`src/rtl/cpu_param.sv`:
```
// Width-parametrised multi-cycle CPU: 16-bit instruction word, 8 x DATA_W register
// file, barrel-free single-bit shifter on the B operand and N/V/Z status flags.
module cpu_param #(
    parameter int unsigned DATA_W     = 16,
    parameter bit          IMM_SIGNED = 1'b1
) (
    input  logic              clk,
    input  logic              reset,
    input  logic              s,
    input  logic              load,
    input  logic [15:0]       in,
    output logic [DATA_W-1:0] out,
    output logic              N,
    output logic              V,
    output logic              Z,
    output logic              w
);

    localparam int unsigned MSB = DATA_W - 1;

    typedef enum logic [2:0] {
        S_WAIT,
        S_DECODE,
        S_WR_IMM,
        S_GET_A,
        S_GET_B,
        S_EXEC,
        S_WR_REG
    } state_t;

    state_t            state_q, state_d;
    logic [15:0]       ir_q, ir_d;
    logic [DATA_W-1:0] a_q, a_d;
    logic [DATA_W-1:0] b_q, b_d;
    logic [DATA_W-1:0] c_q, c_d;
    logic              n_q, n_d;
    logic              v_q, v_d;
    logic              z_q, z_d;
    logic              w_q, w_d;
    logic [DATA_W-1:0] regs_q [0:7];
    logic [DATA_W-1:0] regs_d [0:7];

    // Instruction field decode from the held IR
    logic [2:0]        opc, rn, rd, rm;
    logic [1:0]        op, sh;
    logic [7:0]        imm8;
    logic              is_mov_imm, is_mov_sh, is_alu, is_cmp;
    logic [DATA_W-1:0] imm_ext;

    assign opc        = ir_q[15:13];
    assign op         = ir_q[12:11];
    assign rn         = ir_q[10:8];
    assign rd         = ir_q[7:5];
    assign sh         = ir_q[4:3];
    assign rm         = ir_q[2:0];
    assign imm8       = ir_q[7:0];
    assign is_mov_imm = (opc == 3'b110) && (op == 2'b10);
    assign is_mov_sh  = (opc == 3'b110) && (op == 2'b00);
    assign is_alu     = (opc == 3'b101);
    assign is_cmp     = is_alu && (op == 2'b01);
    assign imm_ext    = IMM_SIGNED ? {{(DATA_W-8){imm8[7]}}, imm8}
                                   : {{(DATA_W-8){1'b0}}, imm8};

    // Shifter and ALU on the latched operands
    logic [DATA_W-1:0] b_sh, sum, diff, alu_res;
    logic              sub_ovf;

    always_comb begin
        b_sh = b_q;
        case (sh)
            2'b01:   b_sh = {b_q[MSB-1:0], 1'b0};
            2'b10:   b_sh = {1'b0, b_q[MSB:1]};
            2'b11:   b_sh = {b_q[MSB], b_q[MSB:1]};
            default: b_sh = b_q;
        endcase
        sum     = a_q + b_sh;
        diff    = a_q - b_sh;
        sub_ovf = (a_q[MSB] ^ b_sh[MSB]) & (diff[MSB] ^ a_q[MSB]);
        case (op)
            2'b00:   alu_res = sum;
            2'b01:   alu_res = diff;
            2'b10:   alu_res = a_q & b_sh;
            default: alu_res = ~b_sh;
        endcase
    end

    // Next-state, register-file and flag update logic
    always_comb begin
        state_d = state_q;
        ir_d    = ir_q;
        a_d     = a_q;
        b_d     = b_q;
        c_d     = c_q;
        n_d     = n_q;
        v_d     = v_q;
        z_d     = z_q;
        regs_d  = regs_q;
        case (state_q)
            S_WAIT: begin
                if (load) ir_d = in;
                if (s) state_d = S_DECODE;
            end
            S_DECODE: begin
                if (is_mov_imm)               state_d = S_WR_IMM;
                else if (is_mov_sh || is_alu) state_d = S_GET_A;
                else                          state_d = S_WAIT;
            end
            S_WR_IMM: begin
                regs_d[rn] = imm_ext;
                state_d    = S_WAIT;
            end
            S_GET_A: begin
                a_d     = is_mov_sh ? '0 : regs_q[rn];
                state_d = S_GET_B;
            end
            S_GET_B: begin
                b_d     = regs_q[rm];
                state_d = S_EXEC;
            end
            S_EXEC: begin
                if (is_cmp) begin
                    n_d     = diff[MSB];
                    z_d     = (diff == '0);
                    v_d     = sub_ovf;
                    state_d = S_WAIT;
                end else begin
                    c_d     = alu_res;
                    state_d = S_WR_REG;
                end
            end
            S_WR_REG: begin
                regs_d[rd] = c_q;
                state_d    = S_WAIT;
            end
            default: state_d = S_WAIT;
        endcase
        w_d = (state_d == S_WAIT);
    end

    // State and datapath registers with synchronous active-low reset
    always_ff @(posedge clk) begin
        if (!reset) begin
            state_q <= S_WAIT;
            ir_q    <= '0;
            a_q     <= '0;
            b_q     <= '0;
            c_q     <= '0;
            n_q     <= 1'b0;
            v_q     <= 1'b0;
            z_q     <= 1'b0;
            w_q     <= 1'b1;
            for (int i = 0; i < 8; i++) regs_q[i] <= '0;
        end else begin
            state_q <= state_d;
            ir_q    <= ir_d;
            a_q     <= a_d;
            b_q     <= b_d;
            c_q     <= c_d;
            n_q     <= n_d;
            v_q     <= v_d;
            z_q     <= z_d;
            w_q     <= w_d;
            for (int i = 0; i < 8; i++) regs_q[i] <= regs_d[i];
        end
    end

    assign out = c_q;
    assign N   = n_q;
    assign V   = v_q;
    assign Z   = z_q;
    assign w   = w_q;

endmodule

```
`config.mk`:
```
export PLATFORM = sky130hd
export DESIGN_NAME = cpu_param
export DESIGN_NICKNAME = d
export VERILOG_FILES = /design/src/rtl/cpu_param.sv
export SDC_FILE = /design/constraint.sdc
export NUM_CORES = 1
export LEC_CHECK = 0
export BUFFER_PORTS_ARGS = -buffer_cell sky130_fd_sc_hd__buf_2
export CELL_PAD_IN_SITES_DETAIL_PLACEMENT = 0
export CELL_PAD_IN_SITES_GLOBAL_PLACEMENT = 1
export CORE_ASPECT_RATIO = 1.2
export CORE_MARGIN = 2
export CORE_UTILIZATION = 48
export DETAILED_ROUTE_END_ITERATION = 12
export MAX_ROUTING_LAYER = met4
export PLACE_DENSITY_LB_ADDON = 0.1
export SLEW_MARGIN = 20
export SYNTH_ARGS = -nofsm -noshare
export SYNTH_HDL_FRONTEND = slang
export SYNTH_SLANG_ARGS = --single-unit
```
`constraint.sdc`:
```
create_clock -name clk -period 4.8 [get_ports clk]
set_clock_uncertainty 0.1 [all_clocks]
set_input_delay 0.24 -clock clk [delete_from_list [all_inputs] [get_ports clk]]
set_output_delay 0.24 -clock clk [all_outputs]
set_load 0.1 [all_outputs]
```
==> results of run 1 <==
layout make-up:
cell class              instances  area [µm²]
repair buffers                 96       663.1
multi-input cells            1046        7106
clock buffers                  17       425.4
fillers                      2318       10990
inverters                      34       130.1
well taps                     320       400.4
clock inverters                15       187.7
flip-flops and latches        199        3988
state kept, by name, indices dropped and copies added (netlist names):
name / cells
Z: 1
a_q: 16
w: 1
b_q: 16
ir_q: 16
out: 16
V: 1
N: 1
regs_q: 128
state_q: 3
routing by layer:
layer | up-vias | track usage (%) | routed length, µm
met2 | 554 | 55.03 | 20080
met5 | - | - | 0
li1 | 5182 | - | -
met4 | 0 | 13.19 | 1476
met3 | 117 | 5.431 | 3356
met1 | 5428 | 42.44 | 17270
power by group through the flow:
stage | Combinational, mW | Sequential, mW | Clock [mW]
2_1_floorplan | 0.147 | 1.71 | 0
3_3_place_gp | 0.194 | 1.74 | 0
3_5_place_dp | 0.193 | 1.74 | 0
6_report | 0.208 | 1.70 | 1.53
5_1_grt | 0.218 | 1.70 | 1.61
4_1_cts | 0.203 | 1.70 | 1.55
layout by cell type (no fill, tap or decap), types with 10 or more instances in the layout:
| cell | Yosys | layout |
|---|---|---|
| a211oi_1 | 39 | 39 |
| a21oi_1 | 131 | 131 |
| a221oi_1 | 15 | 15 |
| a222oi_1 | 12 | 12 |
| a22o_1 | 15 | 15 |
| a22oi_1 | 52 | 52 |
| a31oi_1 | 69 | 69 |
| buf_2 | 7 | 39 |
| buf_4 | 0 | 41 |
| clkbuf_16 | 0 | 17 |
| dfxtp_1 | 199 | 196 |
| dlygate4sd3_1 | 0 | 16 |
| ha_1 | 41 | 41 |
| inv_1 | 32 | 32 |
| mux2i_1 | 39 | 39 |
| mux4_2 | 40 | 40 |
| nand2_1 | 137 | 137 |
| nand3_1 | 16 | 16 |
| nor2_1 | 164 | 163 |
| nor3_1 | 11 | 10 |
| o21ai_0 | 98 | 98 |
| o221ai_1 | 13 | 13 |
| xnor2_1 | 19 | 19 |
| xor2_1 | 10 | 10 |
worst min path at each step:
stage                                 end  slack, ns
finish              state_q[0]$_SDFF_PN0_       0.09
global route        state_q[0]$_SDFF_PN0_       0.11
CTS                 state_q[0]$_SDFF_PN0_       0.07
detailed placement         V$_SDFFE_PN0P_       0.34
global placement           V$_SDFFE_PN0P_       0.34
floorplan           ir_q[14]$_SDFFE_PN0P_       0.28
cells in the mapped netlist, drive strengths merged, types with 6 or more instances:
library cell,instances,area (µm²)
o221ai,13,113.9
xnor2,19,166.4
a21oi,131,655.6
dfxtp,199,3984
o211ai,6,45.04
ha,41,513.0
xor2,10,87.58
nand3,16,80.08
o21ai,100,500.5
clkbuf,95,356.6
a22o,15,131.4
mux4,40,900.9
a22oi,52,390.4
nand2,137,514.2
nor3b,7,57.55
nand4,8,50.05
nor3,14,85.08
a222oi,12,120.1
a31oi,69,431.7
a21o,6,45.04
inv,32,120.1
o31ai,10,80.07
nor2b,10,62.56
and2,9,56.30
buf,28,113.9
a221oi,15,131.4
mux2i,39,390.4
nor2,165,621.9
a211oi,39,292.8
logic make-up (layout without fill, tap and decap cells):
| group | count (synthesis) | after routing | share of synthesized area [%] |
|---|---|---|---|
| buffers and inverters | 157 | 162 | 5.133 |
| AO/OA/AOI/OAI | 502 | 502 | 27.77 |
| AND/OR/NAND/NOR | 391 | 391 | 14.70 |
| flip-flops | 199 | 199 | 34.19 |
| adder cells (fa/ha/maj) | 43 | 43 | 4.747 |
| multiplexers | 81 | 81 | 11.28 |
| XOR/XNOR | 29 | 29 | 2.180 |
through the flow:
stage / util (%) / cell area, µm² / hold WS [ns] / total power, mW / cells
floorplan: - / 11650 / 0.2760 / 1.853 / 1402
global placement: 50.75 / 12130 / 0.3353 / 1.933 / 1679
detailed placement: 50.75 / 12130 / 0.3422 / 1.932 / 1679
CTS: 53.99 / 12900 / 0.06821 / 3.451 / 1727
global route: 53.99 / 12900 / 0.1122 / 3.531 / 1727
finish: 53.99 / 12900 / 0.08510 / 3.439 / 1727
worst max-delay path, delay by kind of cell, from the launching register on:
kind / cells / cell delay (ns)
mux: 2 / 0.50
flops: 1 / 0.47
simple gates: 3 / 0.68
fa+ha+maj: 1 / 0.46
buf+inv: 3 / 0.60
compound gates: 5 / 1.00
==> summary.md, run 1 <==
| Metric | Value |
|---|---|
| Status | `finished, final reports clean` |
| Mapped cell area | `approximately 12,000 µm²` |
| Die area | `25,540 µm²` |
| Initial Utilization | `48.76%` |
| Core area | `~24,000 µm²` |
| Final setup viols | `0` |
| Maxcap violations | `0` |
| Crit path required time | `just over 5 ns` |
| Clock Tree Buf Depth | `2` |
| Sw frac | `26.52%` |
| Rel. slew slack | `31.78%` |
| Max FO, Critical Path | `16` |
| CTS tree | `done` |
| Hold Path Depth | `3` |
| Post-cts sizing count | `0` |
| Top FF cell, synth | `dfxtp_1` |
| Clk pwr share | `44.5%` |
| Peak supply drop | `0.0002534 V` |
| CP startpoint kind | `register` |
| DR pass1 iterations | `7` |
| Syn. warnings | `0` |
| R2R cell count | `14` |
| Via Count | `11,281` |
| Worst setup startpoint | `ir_q[3]$_SDFFE_PN0P_` |
| Die H | `about 170 µm` |
| Syn avg cell area | `8.310 µm²` |
| Hpwl dp | `27.55 mm` |
| Vias in the first global route | `10,842` |
| Critical Path Sink | `Z$_SDFFE_PN0P_` |
| CP max stage delay | `~0.54 ns` |
| Net count after synthesis | `around 1,500` |
| Largest net degree at the start of global routing | `86` |
| Min-Delay Startpoint | `s` |
| Crit. End Element | `register` |
| Syn Inst Count | `1,402` |
| EDFF count, synth | `0` |
| Final period utilization | `between 80 and 90%` |
| Antenna violations before repair | `0` |
| DP Worst Slack | `0.9551 ns` |
| Slowest library cell on the worst path | `or4_1` |
| IO Pins | `40` |
| Synth-to-layout area growth | `10.72%` |
| Row count | `62` |
| First-pass GRT wire length | `64.42 mm` |
| Layout cell share with drive strength beyond 1 | `around an eighth` |
| Avg WL per Cell | `~24 µm` |
| Setup total negative slack | `0 ns` |
| Ant. Diodes | `0` |
| Internal power | `between 2 and 3 mW` |
| Register area share after synthesis | `34.19%` |
| PwrDens | `266.6 nW/µm²` |
| CTS buffer count | `17` |
| Total GRT Usage | `roughly a third` |
| Port buffer count | `39` |
| Final WL | `42.18 mm` |
| Flop pwr share | `around half` |
| GRT overflow | `0` |
| Sw power | `slightly above 0.9 mW` |
| Setup repair bufs after CTS | `0` |
| Worst setup margin | `around 0.9 ns` |
| Worst skew pair latency | `0.46 ns` |
| H-tree Lvls | `4` |
| Hold_buf cts | `16` |
| Post-DR vias/cell | `6.532` |
| DIE WIDTH | `146.2 µm` |
| Residual DRC count | `0` |
| Worst-path cell chain | `buf_4 > mux2i_1 > nor2_1 > a21oi_1 > inv_1 > ha_1 > inv_1 > a21oi_1 > o31ai_1 > a31oi_1 > mux2i_1 > nand2_1 > or4_1 > o21ai_1` |
| CP Class | `reg2reg` |
| CTS root buffer | `clkbuf_16` |
| Comb power frac | `6.0%` |
| Worst reg2reg startpoint | `ir_q[3]$_SDFFE_PN0P_` |
| Reg-to-Reg End | `Z$_SDFFE_PN0P_` |
| CTS sink cnt | `approximately 200` |
| Synth async-reset ratio | `0%` |
| Leak Pwr | `4.692 nW` |
| Final Hold Vio Count | `0` |
| Crit path DAT | `around 4.2 ns` |
| Slew @ Worst Pin | `1.023 ns` |
| Min-delay worst type | `in2reg` |
| Final slew viol count | `0` |
| Min Tclk post-route | `just under 4 ns` |
| Final net count | `1,457` |
| Post-route ant nets | `0` |
| GPL Wtd Cong | `0.9318` |
| Synthesis-stage register bit count | `a little under 200` |
| 1st-iter DRT viols | `1,110` |
| Fmax | `0.2579 GHz` |
| Number of distinct library cells after synthesis | `69` |
| R2R setup slack | `0.92 ns` |
| RSZ-0062 raised after global routing | `no` |
| Clk pin slew, worst setup/hold paths | `0.08 ns` |
Power figures use the tool's default switching activity.
==> run 2: changes to the inputs <==
--- a/config.mk
+++ b/config.mk
@@ -5,12 +5,13 @@
 export SDC_FILE = /design/constraint.sdc
 export NUM_CORES = 1
 export LEC_CHECK = 0
+export ABC_AREA = 1
 export BUFFER_PORTS_ARGS = -buffer_cell sky130_fd_sc_hd__buf_2
 export CELL_PAD_IN_SITES_DETAIL_PLACEMENT = 0
 export CELL_PAD_IN_SITES_GLOBAL_PLACEMENT = 1
 export CORE_ASPECT_RATIO = 1.2
 export CORE_MARGIN = 2
-export CORE_UTILIZATION = 48
+export CORE_UTILIZATION = 41
 export DETAILED_ROUTE_END_ITERATION = 12
 export MAX_ROUTING_LAYER = met4
 export PLACE_DENSITY_LB_ADDON = 0.1
==> constraint.sdc (replaced) <==
create_clock -name clk -period 3.3 [get_ports clk]
set_clock_uncertainty 0.1 [all_clocks]
set_input_delay 0.165 -clock clk [delete_from_list [all_inputs] [get_ports clk]]
set_output_delay 0.165 -clock clk [all_outputs]
set_load 0.1 [all_outputs]
==> summary.md, run 2 <==
| Metric | Value |
|---|---|
| Status | `finished, final reports clean` |
| Hpwl dp | `about 35 mm` |
| Post-DR vias/cell | `between 5 and 6` |
| H-tree Lvls | `4` |
| Filler cells | `roughly 3,100` |
| CP max stage delay | `between 0.3 and 0.4 ns` |
| CP startpoint kind | `register` |
| Crit path required time | `3.58 ns` |
| Core area | `just under 30,000 µm²` |
| Number of distinct library cells after synthesis | `53` |
| Largest cells by area after synthesis | `dfxtp_1 (32%), nand2_1 (10%), a21oi_1 (9.8%), o21ai_0 (7.5%), inv_1 (6.7%)` |
| Min-delay worst type | `in2reg` |
| Post-route ant nets | `0` |
| Max FO, Critical Path | `5` |
| Row count | `between 60 and 70` |
| Setup repair bufs after CTS | `0` |
| Worst reg2reg startpoint | `ir_q[4]$_SDFFE_PN0P_` |
| Synthesis-stage register bit count | `around 200` |
| PwrDens | `412.1 nW/µm²` |
| Antenna violations before repair | `0` |
| Syn avg cell area | `6.725 µm²` |
| RSZ-0062 raised after global routing | `no` |
| Register area share after synthesis | `around a third` |
| Placed Area | `12,970 µm²` |
| Die H | `194.6 µm` |
| Syn. warnings | `0` |
| GRT overflow | `0` |
| Largest register FFs | `between 100 and 150` |
| CTS tree | `done` |
| Worst-path cell chain | `inv_1 > nand2_2 > buf_4 > o221ai_1 > inv_1 > ha_1 > inv_1 > nand2_1 > nand2_1 > nand2_1 > nand3_1 > nand2_1 > nand4_1 > nand2_1 > nand2_1 > nor2_1 > nand3_1 > a21oi_1` |
| Hold Path Depth | `3` |
| IO Pins | `40` |
| Leading cell type in the layout, fill and taps excluded | `nand2_1` |
| Clk pin slew, worst setup/hold paths | `0.08 ns` |
| Ant. Diodes | `0` |
| GPL Wtd Cong | `0.9319` |
| DIE WIDTH | `roughly 160 µm` |
| Residual DRC count | `0` |
| 1st-iter DRT viols | `approximately 1,300` |
| Vias in the first global route | `12,592` |
| Most frequent cells in the layout | `nand2_1 (328), a21oi_1 (242), inv_1 (222)` |
| Via Count | `13,370` |
| Min-Delay Startpoint | `in[5]` |
| CTS root buffer | `clkbuf_16` |
| Final period utilization | `94.27%` |
| Crit path DAT | `3.39 ns` |
| Layout cell share with drive strength beyond 1 | `10.09%` |
| Cell taking the most area after synthesis | `dfxtp_1` |
| Worst setup startpoint | `ir_q[4]$_SDFFE_PN0P_` |
| R2R cell count | `18` |
| Maxcap violations | `0` |
| CTS buffer count | `17` |
| Top FF cell, synth | `dfxtp_1` |
| Top-count cell post-synth | `nand2_1` |
| Synth-to-layout area growth | `10.58%` |
| Largest register by flop count | `regs_q` |
| Final WL | `49.33 mm` |
| Synth top area share | `32.11%` |
| Total GRT Usage | `about a third` |
| Avg WL per Cell | `21.80 µm` |
| Fmax | `0.3214 GHz` |
| Syn Inst Count | `between 1,500 and 2,000` |
| Most frequent CP cell | `nand2_1` |
| Final slew viol count | `0` |
| Final Hold Vio Count | `0` |
| Leak Pwr | `between 5 and 6 nW` |
| Reg-to-Reg End | `Z$_SDFFE_PN0P_` |
| Mapped cell area | `12,410 µm²` |
| Slowest library cell on the worst path | `ha_1` |
| Largest net degree at the start of global routing | `79` |
| Rel. slew slack | `approximately 41%` |
| Synth cell count leaders | `nand2_1 (330), a21oi_1 (243), inv_1 (222), dfxtp_1 (199), o21ai_0 (186)` |
| Slew @ Worst Pin | `~0.88 ns` |
| Final net count | `1,923` |
| Hold Crit Endpoint | `ir_q[5]$_SDFFE_PN0P_` |
| Clock Tree Buf Depth | `2` |
| Initial Utilization | `41.78%` |
| Final instance area | `13,720 µm²` |
| Crit. End Element | `register` |
| Min Tclk post-route | `3.111 ns` |
| Setup total negative slack | `0 ns` |
| EDFF count, synth | `0` |
| Worst skew pair latency | `0.46 ns` |
| CTS sink cnt | `199` |
| R2R setup slack | `0.19 ns` |
| Die area | `about 32,000 µm²` |
| CP Class | `reg2reg` |
| DR pass1 iterations | `6` |
| Port buffer count | `39` |
| Synth async-reset ratio | `0%` |
| Net count after synthesis | `1,908` |
| First-pass GRT wire length | `75.52 mm` |
| Final setup viols | `0` |
| Peak supply drop | `0.0002661 V` |
## run 2: changes by cell type in the layout (fill, tap and decap cells not counted), moves of 39 or more
| cell | previous run | this run |
|---|---|---|
| a21oi_1 | 131 | 242 |
| a221oi_1 | 15 | 59 |
| a31oi_1 | 69 | 5 |
| inv_1 | 32 | 222 |
| mux2i_1 | 39 | 0 |
| mux4_2 | 40 | 0 |
| nand2_1 | 137 | 328 |
| nand3_1 | 16 | 111 |
| nor2_1 | 163 | 109 |
| o21ai_0 | 98 | 186 |
| o22ai_1 | 5 | 52 |
## run 2: through the flow
stage / total power [mW] / setup slack [ns] / util, % / hold slack (ns) / std cells
2_1_floorplan: 3.183 / 0.6229 / - / 0.2566 / 1845
3_3_place_gp: 3.532 / 0.1386 / 43.67 / 0.3387 / 2216
3_5_place_dp: 3.527 / 0.1302 / 43.67 / 0.3514 / 2216
4_1_cts: 5.642 / 0.1114 / 46.08 / 0.01281 / 2262
5_1_grt: 5.857 / 0.006492 / 46.20 / 0.0008424 / 2263
6_report: 5.654 / 0.1890 / 46.20 / 0.01578 / 2263
## run 2: what timing repair did
action,CTS,global route
endpoints found under the hold margin,14,0
resized for setup,0,10
hold buffers,14,0
setup endpoints to repair,0,9
## run 2: metal layers
metal,up-vias,track usage (%),wire (µm)
met5,-,-,0
met4,0,9.702,1446
met3,106,4.012,3457
met2,598,51.73,23270
met1,6309,41.78,21160
li1,6357,-,-
## run 2: layout make-up
cell class | instances | area [µm²] | area share (%)
multi-input combinational | 1294 | 7032 | 51.25
sequential | 199 | 3985 | 29.04
clock buffer | 20 | 466.7 | 3.401
clock inverter | 12 | 108.9 | 0.7934
timing repair buffer | 99 | 693.2 | 5.052
timing repair inverter | 1 | 7.507 | 0.05471
inverter | 248 | 939.7 | 6.848
tap | 390 | 488.0 | 3.556
## run 2: report_power, final
part / leakage [nW] / internal, mW / switching, mW / total [mW]
clock: 0.276 / 1.05 / 1.08 / 2.13
sequential: 1.61 / 2.42 / 0.0237 / 2.44
combinational: 3.35 / 0.309 / 0.768 / 1.08
total: 5.23 / 3.78 / 1.87 / 5.65
## run 2: worst max-delay path, delay by kind of cell, from the launching register on
family                     cells  cell delay [ns]
AOI/OAI and AO/OA              2             0.49
DFF                            1             0.31
buffers and inverters          4             0.52
adders and majority gates      1             0.39
and+or+nand+nor               11             1.24
## run 2: kinds of logic after synthesis
family,share of synthesized area (%)
adders and majority gates,4.457
AOI/OAI and AO/OA,31.63
xor gates and xnor gates,0.2118
and+or+nand+nor,20.18
buffers and inverters,11.41
DFF,32.11
## run 2: worst max-delay path by stage
stage	end	slack, ns	cells past startpoint
after floorplan	out[15]$_SDFFE_PN0P_	0.62	18
after global placement	Z$_SDFFE_PN0P_	0.14	17
after detailed placement	Z$_SDFFE_PN0P_	0.13	17
after CTS	Z$_SDFFE_PN0P_	0.11	17
after global routing	V$_SDFFE_PN0P_	0.006	16
final	Z$_SDFFE_PN0P_	0.19	18
==> run 3: changes to the inputs <==
--- a/config.mk
+++ b/config.mk
@@ -7,6 +7,7 @@
 export LEC_CHECK = 0
 export ABC_AREA = 1
 export BUFFER_PORTS_ARGS = -buffer_cell sky130_fd_sc_hd__buf_2
+export CAP_MARGIN = 20
 export CELL_PAD_IN_SITES_DETAIL_PLACEMENT = 0
 export CELL_PAD_IN_SITES_GLOBAL_PLACEMENT = 1
 export CORE_ASPECT_RATIO = 1.2
==> constraint.sdc (replaced) <==
create_clock -name clk -period 2.85 [get_ports clk]
set_clock_uncertainty 0.1 [all_clocks]
set_input_delay 0.1425 -clock clk [delete_from_list [all_inputs] [get_ports clk]]
set_output_delay 0.1425 -clock clk [all_outputs]
set_load 0.1 [all_outputs]
==> summary.md, run 3 (synthesized netlist as in run 2, its figures left out) <==
| Metric | Value |
|---|---|
| Pwr Total | `~7 mW` |
| Peak supply drop | `0.0003053 V` |
| Die H | `194.6 µm` |
| Crit. End Element | `register` |
| Final instance area | `14,390 µm²` |
| CP bufs+invs | `4` |
| Final period utilization | `96.46%` |
| CP max stage delay | `roughly 0.36 ns` |
| Most frequent CP cell | `nand2_1` |
| Filler cells | `~3,100` |
| Hpwl dp | `35.66 mm` |
| Avg WL per Cell | `21.49 µm` |
| Port buffer count | `39` |
| Worst-path cell chain | `inv_1 > nand2_1 > inv_2 > buf_6 > a22oi_1 > o21a_1 > ha_2 > nor2_2 > nand2_1 > nor2_1 > nand2_1 > nand4_1 > nand2_1 > inv_1 > nand2_1 > nor2_2 > nand3_1 > a21oi_1` |
| Total GRT Usage | `32.28%` |
| Storage cell area | `3986 µm²` |
| Via Count | `13,484` |
| Post-route ant nets | `0` |
| Placed Area | `around 13,000 µm²` |
| Largest register by flop count | `regs_q` |
| Multi-input logic area | `7292 µm²` |
| Maxcap violations | `0` |
| Crit path required time | `3.14 ns` |
| Core area | `29,700 µm²` |
| CTS sink cnt | `199` |
| Most frequent cells in the layout | `nand2_1 (323), a21oi_1 (233), inv_1 (220)` |
| Final net count | `1,967` |
| GRT overflow | `0` |
| Min-delay worst type | `in2reg` |
| Post-DR vias/cell | `5.845` |
| Final Util | `48.46%` |
| First-pass GRT wire length | `76.34 mm` |
| Ant. Diodes | `0` |
| CP startpoint kind | `register` |
| Min Hold Slack | `just under 0.009 ns` |
| CTS tree | `done` |
| Row count | `69` |
| Largest net degree at the start of global routing | `74` |
| Worst skew pair latency | `around 0.45 ns` |
| Fmax | `0.3638 GHz` |
| Final Hold Vio Count | `0` |
| Status | `finished, final reports clean` |
| Slew @ Worst Pin | `0.8308 ns` |
| Max FO, Critical Path | `9` |
| RSZ-0062 raised after global routing | `yes` |
| Antenna violations before repair | `0` |
| Final slew viol count | `0` |
| Crit path DAT | `3.04 ns` |
| Min Tclk post-route | `2.749 ns` |
| DP Worst Slack | `-0.2915 ns` |
| Post-Place Cells | `2,254` |
| Die area | `31,680 µm²` |
| Clock Tree Buf Depth | `2` |
| Rel. slew slack | `43.89%` |
| Top Family by Delay on Critical Path | `simple AND/OR/NAND/NOR gates` |
| Final WL | `49.57 mm` |
| Worst setup margin | `around 0.1 ns` |
| Slowest library cell on the worst path | `ha_2` |
| CP Class | `reg2reg` |
| Synth-to-layout area growth | `15.99%` |
| Initial Utilization | `41.78%` |
| Setup total negative slack | `0 ns` |
| Layout cell share with drive strength beyond 1 | `14.61%` |
| CTS buffer count | `17` |
| Vias in the first global route | `around 13,000` |
| PwrDens | `478.1 nW/µm²` |
| Largest register FFs | `128` |
| Leading cell type in the layout, fill and taps excluded | `nand2_1` |
| Clk pin slew, worst setup/hold paths | `0.08 ns` |
| Leak Pwr | `5.500 nW` |
| Fin cells | `2,307` |
| 1st-iter DRT viols | `1,155` |
| DR pass1 iterations | `5` |
| H-tree Lvls | `4` |
| Final setup viols | `0` |
| Residual DRC count | `0` |
| CTS root buffer | `clkbuf_16` |
| DIE WIDTH | `162.8 µm` |
| IO Pins | `40` |
| GPL Wtd Cong | `around 0.96` |
==> run 3: cell types whose count changed in the layout (fill, tap and decap cells not counted), sizes merged <==
| cell | before | now |
|---|---|---|
| buf | 85 | 127 |
| bufinv | 0 | 3 |
| clkbuf | 20 | 17 |
| dlygate4sd3 | 14 | 17 |
| inv | 252 | 250 |
| clkinv | 4 | 5 |
==> run 3: worst register-to-register path, delay by kind of cell, from the launching register on <==
| family | cells | cell delay [ns] |
|---|---|---|
| AND/OR/NAND/NOR | 10 | 1.11 |
| AO/OA/AOI/OAI | 3 | 0.45 |
| adder cells (fa/ha/maj) | 1 | 0.36 |
| flip-flops | 1 | 0.35 |
| buffers and inverters | 4 | 0.32 |
==> run 3: per-layer routing <==
layer	global-route usage [%]	routed length, µm	vias to the layer above	part of all wire (%)
li1	-	-	6462	-
met1	41.77	21350	6367	43
met2	52.10	23700	557	48
met3	4.183	3172	98	6.4
met4	10.52	1347	0	2.7
met5	-	0	-	0
==> run 3: timing repair <==
item                                    in CTS  in global routing
endpoints found under the hold margin       15                  0
endpoints found under the setup margin       8                 13
buffers inserted                             0                  4
hold buffers                                17                  0
pin swaps                                    1                  4
resized for setup                           20                 56
==> run 3: final cells by class <==
class	count	share of cell area, %
Inverter	248	6.503
Multi-Input combinational cell	1294	50.66
Timing Repair Buffer	144	7.415
Clock buffer	17	2.956
Tap cell	390	3.390
Sequential cell	199	27.70
Clock inverter	15	1.374
==> run 3: power by group <==
part,total [mW],switching (mW),internal [mW]
clock network,2.65,1.24,1.41
logic,1.39,0.926,0.467
registers,2.84,0.0349,2.80
==> run 3: worst paths after layout <==
path         cells after the start                   from                    end  slack [ns]
max                             18   ir_q[3]$_SDFFE_PN0P_         Z$_SDFFE_PN0P_        0.10
min                              3                  in[7]   ir_q[7]$_SDFFE_PN0P_       0.009
max reg2reg                     18   ir_q[3]$_SDFFE_PN0P_         Z$_SDFFE_PN0P_        0.10
min reg2reg                      2  ir_q[13]$_SDFFE_PN0P_  ir_q[13]$_SDFFE_PN0P_        0.37
